$ cat src/rtl/mult_seq_controller.sv
// Sequencing FSM for a shift-and-add multiplier datapath.
// The controller holds no operand data: it issues one-cycle load/clear/add/shift
// enables, tracks how many shifts have been done, and looks only at the
// multiplier LSB (q0) fed back from the datapath.
module mult_seq_controller #(
  parameter int N  = 16,  // operand width = number of add/shift iterations
  parameter int CW = 5    // iteration counter width, 2**CW > N
) (
  input  logic          clk,
  input  logic          reset,
  input  logic          start,
  input  logic          q0,
  output logic          ld_operands,
  output logic          clr_acc,
  output logic          add_en,
  output logic          shift_en,
  output logic          busy,
  output logic          done,
  output logic [CW-1:0] count
);

  typedef enum logic [2:0] {
    S_IDLE,
    S_LOAD,
    S_TEST,
    S_ADD,
    S_SHIFT,
    S_DONE
  } state_t;

  // Pre-increment count value seen in the final SHIFT of an operation.
  localparam logic [CW-1:0] LAST_CNT = CW'(N - 1);

  state_t        state_q, state_d;
  logic [CW-1:0] count_q, count_d;

  // State and iteration-counter registers; reset wins over everything.
  always_ff @(posedge clk) begin
    if (reset) begin
      state_q <= S_IDLE;
      count_q <= '0;
    end else begin
      state_q <= state_d;
      count_q <= count_d;
    end
  end

  // Next-state and counter update; start is only looked at in IDLE, q0 only in TEST.
  always_comb begin
    state_d = state_q;
    count_d = count_q;
    case (state_q)
      S_IDLE: begin
        if (start) state_d = S_LOAD;
      end
      S_LOAD: begin
        count_d = '0;
        state_d = S_TEST;
      end
      S_TEST: begin
        state_d = q0 ? S_ADD : S_SHIFT;
      end
      S_ADD: begin
        state_d = S_SHIFT;
      end
      S_SHIFT: begin
        count_d = count_q + CW'(1);
        state_d = (count_q == LAST_CNT) ? S_DONE : S_TEST;
      end
      S_DONE: begin
        state_d = S_IDLE;
      end
      default: begin
        state_d = S_IDLE;
      end
    endcase
  end

  // Moore output decode: every output depends on the registered state only.
  always_comb begin
    ld_operands = 1'b0;
    clr_acc     = 1'b0;
    add_en      = 1'b0;
    shift_en    = 1'b0;
    busy        = 1'b0;
    done        = 1'b0;
    case (state_q)
      S_IDLE: begin
        busy = 1'b0;
      end
      S_LOAD: begin
        ld_operands = 1'b1;
        clr_acc     = 1'b1;
        busy        = 1'b1;
      end
      S_TEST: begin
        busy = 1'b1;
      end
      S_ADD: begin
        add_en = 1'b1;
        busy   = 1'b1;
      end
      S_SHIFT: begin
        shift_en = 1'b1;
        busy     = 1'b1;
      end
      S_DONE: begin
        done = 1'b1;
        busy = 1'b1;
      end
      default: begin
        busy = 1'b0;
      end
    endcase
  end

  assign count = count_q;

endmodule

$ cat config.mk
export PLATFORM = sky130hd
export DESIGN_NAME = mult_seq_controller
export DESIGN_NICKNAME = d
export VERILOG_FILES = /design/src/rtl/mult_seq_controller.sv
export SDC_FILE = /design/constraint.sdc
export NUM_CORES = 1
export LEC_CHECK = 0
export CORE_AREA = 2 2 39 41
export CTS_CLUSTER_SIZE = 8
export DETAILED_ROUTE_END_ITERATION = 8
export DIE_AREA = 0 0 41 43
export PLACE_DENSITY = 0.78
export SYNTH_ARGS = -nofsm -noshare
export SYNTH_HDL_FRONTEND = slang
export SYNTH_SLANG_ARGS = --single-unit
$ cat constraint.sdc
create_clock -name clk -period 1.67 [get_ports clk]
set_clock_uncertainty 0.2 [all_clocks]
set_input_delay 0.334 -clock clk [delete_from_list [all_inputs] [get_ports clk]]
set_output_delay 0.334 -clock clk [all_outputs]
set_load 0.03 [all_outputs]
# Yosys cells after proc, flatten, opt, wreduce, memory -nomap -nowiden
# Index checks and enable logic that the tools add are counted.
[totals] register_bits=8 output_inout_bits=11 elab_cells=23
[op_classes] n_addsub=1 eq_ne=7 muxes=10 reduce_logical=3
[op_table] operator="3-bit one-hot mux with 5 select lines" count=1
[op_table] operator="5-bit one-hot mux with 2 select lines" count=1
[op_table] operator="3-bit 2-to-1 mux" count=3
[op_table] operator="3-bit by 2-bit == test with 1-bit output, second input constant" count=2
[op_table] operator="3-bit == test, second input constant" count=2
[op_table] operator="5-bit by 1-bit adder with 5-bit output, second input constant" count=1
[op_table] operator="5-bit by 4-bit == test with 1-bit output, second input constant" count=1
[op_table] operator="1-bit 2-to-1 mux" count=5
[op_table] operator="5-bit OR reduction" count=1
[op_table] operator="3-bit by 1-bit == test with 1-bit output, second input constant" count=1
[op_table] operator="3-bit logical NOT" count=1
[op_table] operator="2-bit inequality test, second input constant" count=1
[op_table] operator="2-bit nonzero test" count=1

# Depth between registers and ports, before layout
# Gate-level depths: netlist of the first run.
[logic_depth] ltp_word=3 ltp_mapped=6

# Least setup slack after synthesis of the first run
# OpenSTA, ideal clock, no wires.
[synth_timing] kind="register to output" startpoint="register state_q[1]" endpoint="output ld_operands" t_arrival_ps=1416 path_slack_ps=-280 path_stages_with_launch=5 path_buffers=2 cell_sequence="dfxtp_1 clkbuf_1 or3b_2 inv_1 buf_4"
[synth_via] elab_chain_len=2
[synth_rtl] element="from (decl)" line="34" rtl="state_t state_q, state_d;"
[synth_rtl] element="from (signal assigned)" line="43" rtl="state_q <= state_d;"
[synth_rtl] element="3-bit by 1-bit == test with 1-bit output"
[synth_rtl] element="1-bit 2-to-1 mux"
[synth_rtl] element="to (decl)" line="13" rtl="output logic ld_operands,"
# Every way passes these cells.

# Worst setup path after layout of the first run
[layout_timing] startpoint="register state_q[0]" endpoint="output ld_operands"
[layout_via] elab_chain_len=2
[layout_rtl] element="3-bit by 1-bit == test with 1-bit output" line="87" rtl="case (state_q)"
[layout_rtl] element="1-bit 2-to-1 mux" line="87"
# Every way passes these cells.

==> out/summary.txt, run 1 <==
initial antenna violation count: 0
Synth Register Bits: 8
WP data arrival: 1180 ps
chip height: 43 um
maxcap violations: 0
Synth Flop Type: dfxtp_1
period utilization: 1.024
H-Tree Depth: 1
clk root buf: clkbuf_4
leading area contributor after synthesis: dfxtp_1
final setup violating endpoints: 4
Max IR drop VDD: 0.0003095 V
Post-Synth XOR/XNOR Area: 0
post-synthesis mux area share: 0
Reg-to-Reg End: count[3]
final wirelength: 1254 um
TritonCTS buffer count: 3
Buffers on Ports: 14
fmax: 585.0 MHz
CP required: 1140 ps
largest net degree at the start of global routing: 11
unique cell type count in the Yosys netlist: 26
Pleak: 0.3287 nW
Horiz. Die Dim: 41 um
unrepaired setup endpoints after global routing: yes
Net Switching: 0.1566 mW
routability congestion estimate: 0.6802
average cell area after synthesis: 8.557 um2
HPWL after DPL: 836.7 um
Comb pwr share: 0.303
ys async rst share: 0
Initial Util: 0.3463
worst skew pair latency: 250 ps
drt drc: 0
syn nets: 62
drt first pass iters: 4
# diodes: 0
Post-Synth Adder-Cell Area: 0.05222
drt via density: 5.227
Fillers: 140
Post-synth EDFFs: 0
Sw Ratio: 0.3071
first-pass GRT wire length: 1987 um
final cell count without fillers: 97
Yosys top cell area share: 0.3342
Final Critical Period: 1709 ps
CTS Buffer Depth: 2
DIE AREA: 1763 um2
critical path type: reg2out
Setup TNS: -153.3 ps
final hold vios: 0
DR WL/cell: 12.93 um
GRT Total Usage: 0.1662
HP Class: reg2reg
status: finished with violations
Rows: 14
sequential share of power: 0.403
ANT nets after route: 0
Post-Synth Simple-Gate Area: 0.3290
number of global-route vias before repair: 471
Hold Path Stages: 2
final setup margin: -39.32 ps
most frequent cells in the layout: 11 x buf_4, 7 x a21oi_1, 6 x nand2b_1, 6 x buf_6
synth warn: 0
Gate Count Post-Synth: 56
P per Cell Area: 680.5 nW/um2
num ports: 15
Clock Power Share: 0.294
Slew HR: 0.7932
vias post-DR: 507
Critical Path Start Type: register
mapped cell area: 479.2 um2
clock-pin slew on the worst setup and hold paths: 60 ps
worst-margin pin slew: 311.5 ps
largest family of logic cells by synthesized area: simple AND/OR/NAND/NOR gates
TritonCTS clock tree: yes
reg2reg start: state_q[0]
share of layout cells above drive strength 1: 0.4198
clk sink count: 8
gr ovfl total: 0
end of the worst hold path: count[4]
reg2reg setup slack: 60 ps
Synth area leaders: dfxtp_1 33%, nand2b_1 7.8%, a21oi_1 7.3%
crit end category: output port
hold_buf cts: 0
placed cell count: 92
worst min-delay path startpoint: count[4]
R2R cell count: 5
violated checks: setup timing
sequential share of the synthesized area: 0.3342
Synth Area in Compound Gates: 0.1958
synthesis-to-finish area growth: 56.40%
Final Max Slew Viols: 0
core area: 1384 um2
Int Power: 0.3534 mW
crit path max fanout: 3
drt initial violations: 16
leading cell type in the layout, fill and taps excluded: buf_4
layout net count: 89
-- per-stage QoR --
| step | hold WS (ps) | power [mW] | utilization | setup slack [ps] | cell area (um2) |
|---|---|---|---|---|---|
| after floorplan | 201.9 | 0.3019 | - | 10.56 | 488.0 |
| after global placement | 279.2 | 0.3435 | 0.4892 | 40.31 | 676.9 |
| after detailed placement | 295.7 | 0.3459 | 0.4892 | 28.38 | 676.9 |
| after CTS | 301.3 | 0.5014 | 0.5217 | -70.39 | 721.9 |
| after global routing | 337.6 | 0.5349 | 0.5416 | -77.05 | 749.5 |
| final | 297.6 | 0.5100 | 0.5416 | -39.32 | 749.5 |
-- power groups by stage --
stage | sequential [mW] | combinational, mW | clock [mW]
finish | 0.205 | 0.155 | 0.150
detailed placement | 0.207 | 0.139 | 0
CTS | 0.204 | 0.144 | 0.153
floorplan | 0.206 | 0.0955 | 0
global route | 0.206 | 0.165 | 0.164
global placement | 0.207 | 0.137 | 0
-- area by class of cell --
class / count / area, um2 / share of cell area
flip-flops and latches: 8 / 163.9 / 0.2187
repair buffers: 25 / 224.0 / 0.2988
clock buffers: 3 / 22.52 / 0.03005
well taps: 16 / 20.02 / 0.02671
multi-input cells: 41 / 294.0 / 0.3923
inverters: 4 / 25.02 / 0.03339
-- worst max-delay path by stage --
| stage | startpoint | endpoint | slack (ps) | depth (start not counted) |
|---|---|---|---|---|
| after floorplan | state_q[1] | ld_operands | 10 | 4 |
| after global placement | start | state_q[0] | 40 | 4 |
| after detailed placement | start | state_q[0] | 30 | 4 |
| after CTS | state_q[0] | ld_operands | -70 | 3 |
| after global routing | state_q[2] | shift_en | -80 | 3 |
| final | state_q[0] | ld_operands | -40 | 3 |
-- cells in the mapped netlist (2+ instances only) --
master / instances
dfxtp_1: 8
a21oi_1: 7
nand2b_1: 6
nand3_1: 4
inv_1: 3
nand2_1: 3
and3_1: 2
ha_1: 2
nor2b_1: 2
nor3_1: 2
o21ai_0: 2
-- repair_timing --
action	CTS	global route
setup buffers	2	0
gates resized for setup	11	9
pin swaps	1	1
endpoints found under the setup margin	9	8
-- routing by layer --
metal  vias to the layer above  global-route usage  wire length (um)
li1                        251                   -                 -
met1                       238              0.2045               525
met2                        18              0.2656               642
met3                         0             0.05236                85
met4                         0             0.04667                 0
met5                         -                   0                 0
-- flip-flops by register name (all words and copies together), names as in the netlist --
name     flops
state_q      3
count        5
-- worst max-delay path: stages, from the launching register on --
cell,delay (ps)
dfxtp_2,340
or3b_4,400
clkinv_4,60
buf_6,120
-- kinds of logic after synthesis --
family	Yosys count
buffers and inverters	7
DFF	8
AOI/OAI and AO/OA	13
adders and majority gates	2
and+or+nand+nor	26
(Power assumes the default switching activity.)
==> inputs of run 2 (changes only) <==
--- a/config.mk
+++ b/config.mk
@@ -6,9 +6,11 @@
 export NUM_CORES = 1
 export LEC_CHECK = 0
 export CORE_AREA = 2 2 39 41
+export CTS_CLUSTER_DIAMETER = 50
 export CTS_CLUSTER_SIZE = 8
 export DETAILED_ROUTE_END_ITERATION = 8
 export DIE_AREA = 0 0 41 43
+export GPL_ROUTABILITY_DRIVEN = 0
 export PLACE_DENSITY = 0.78
 export SYNTH_ARGS = -nofsm -noshare
 export SYNTH_HDL_FRONTEND = slang
==> results of run 2 <==
Same layout as run 1: the final DEF is identical, and so are final timing and power.
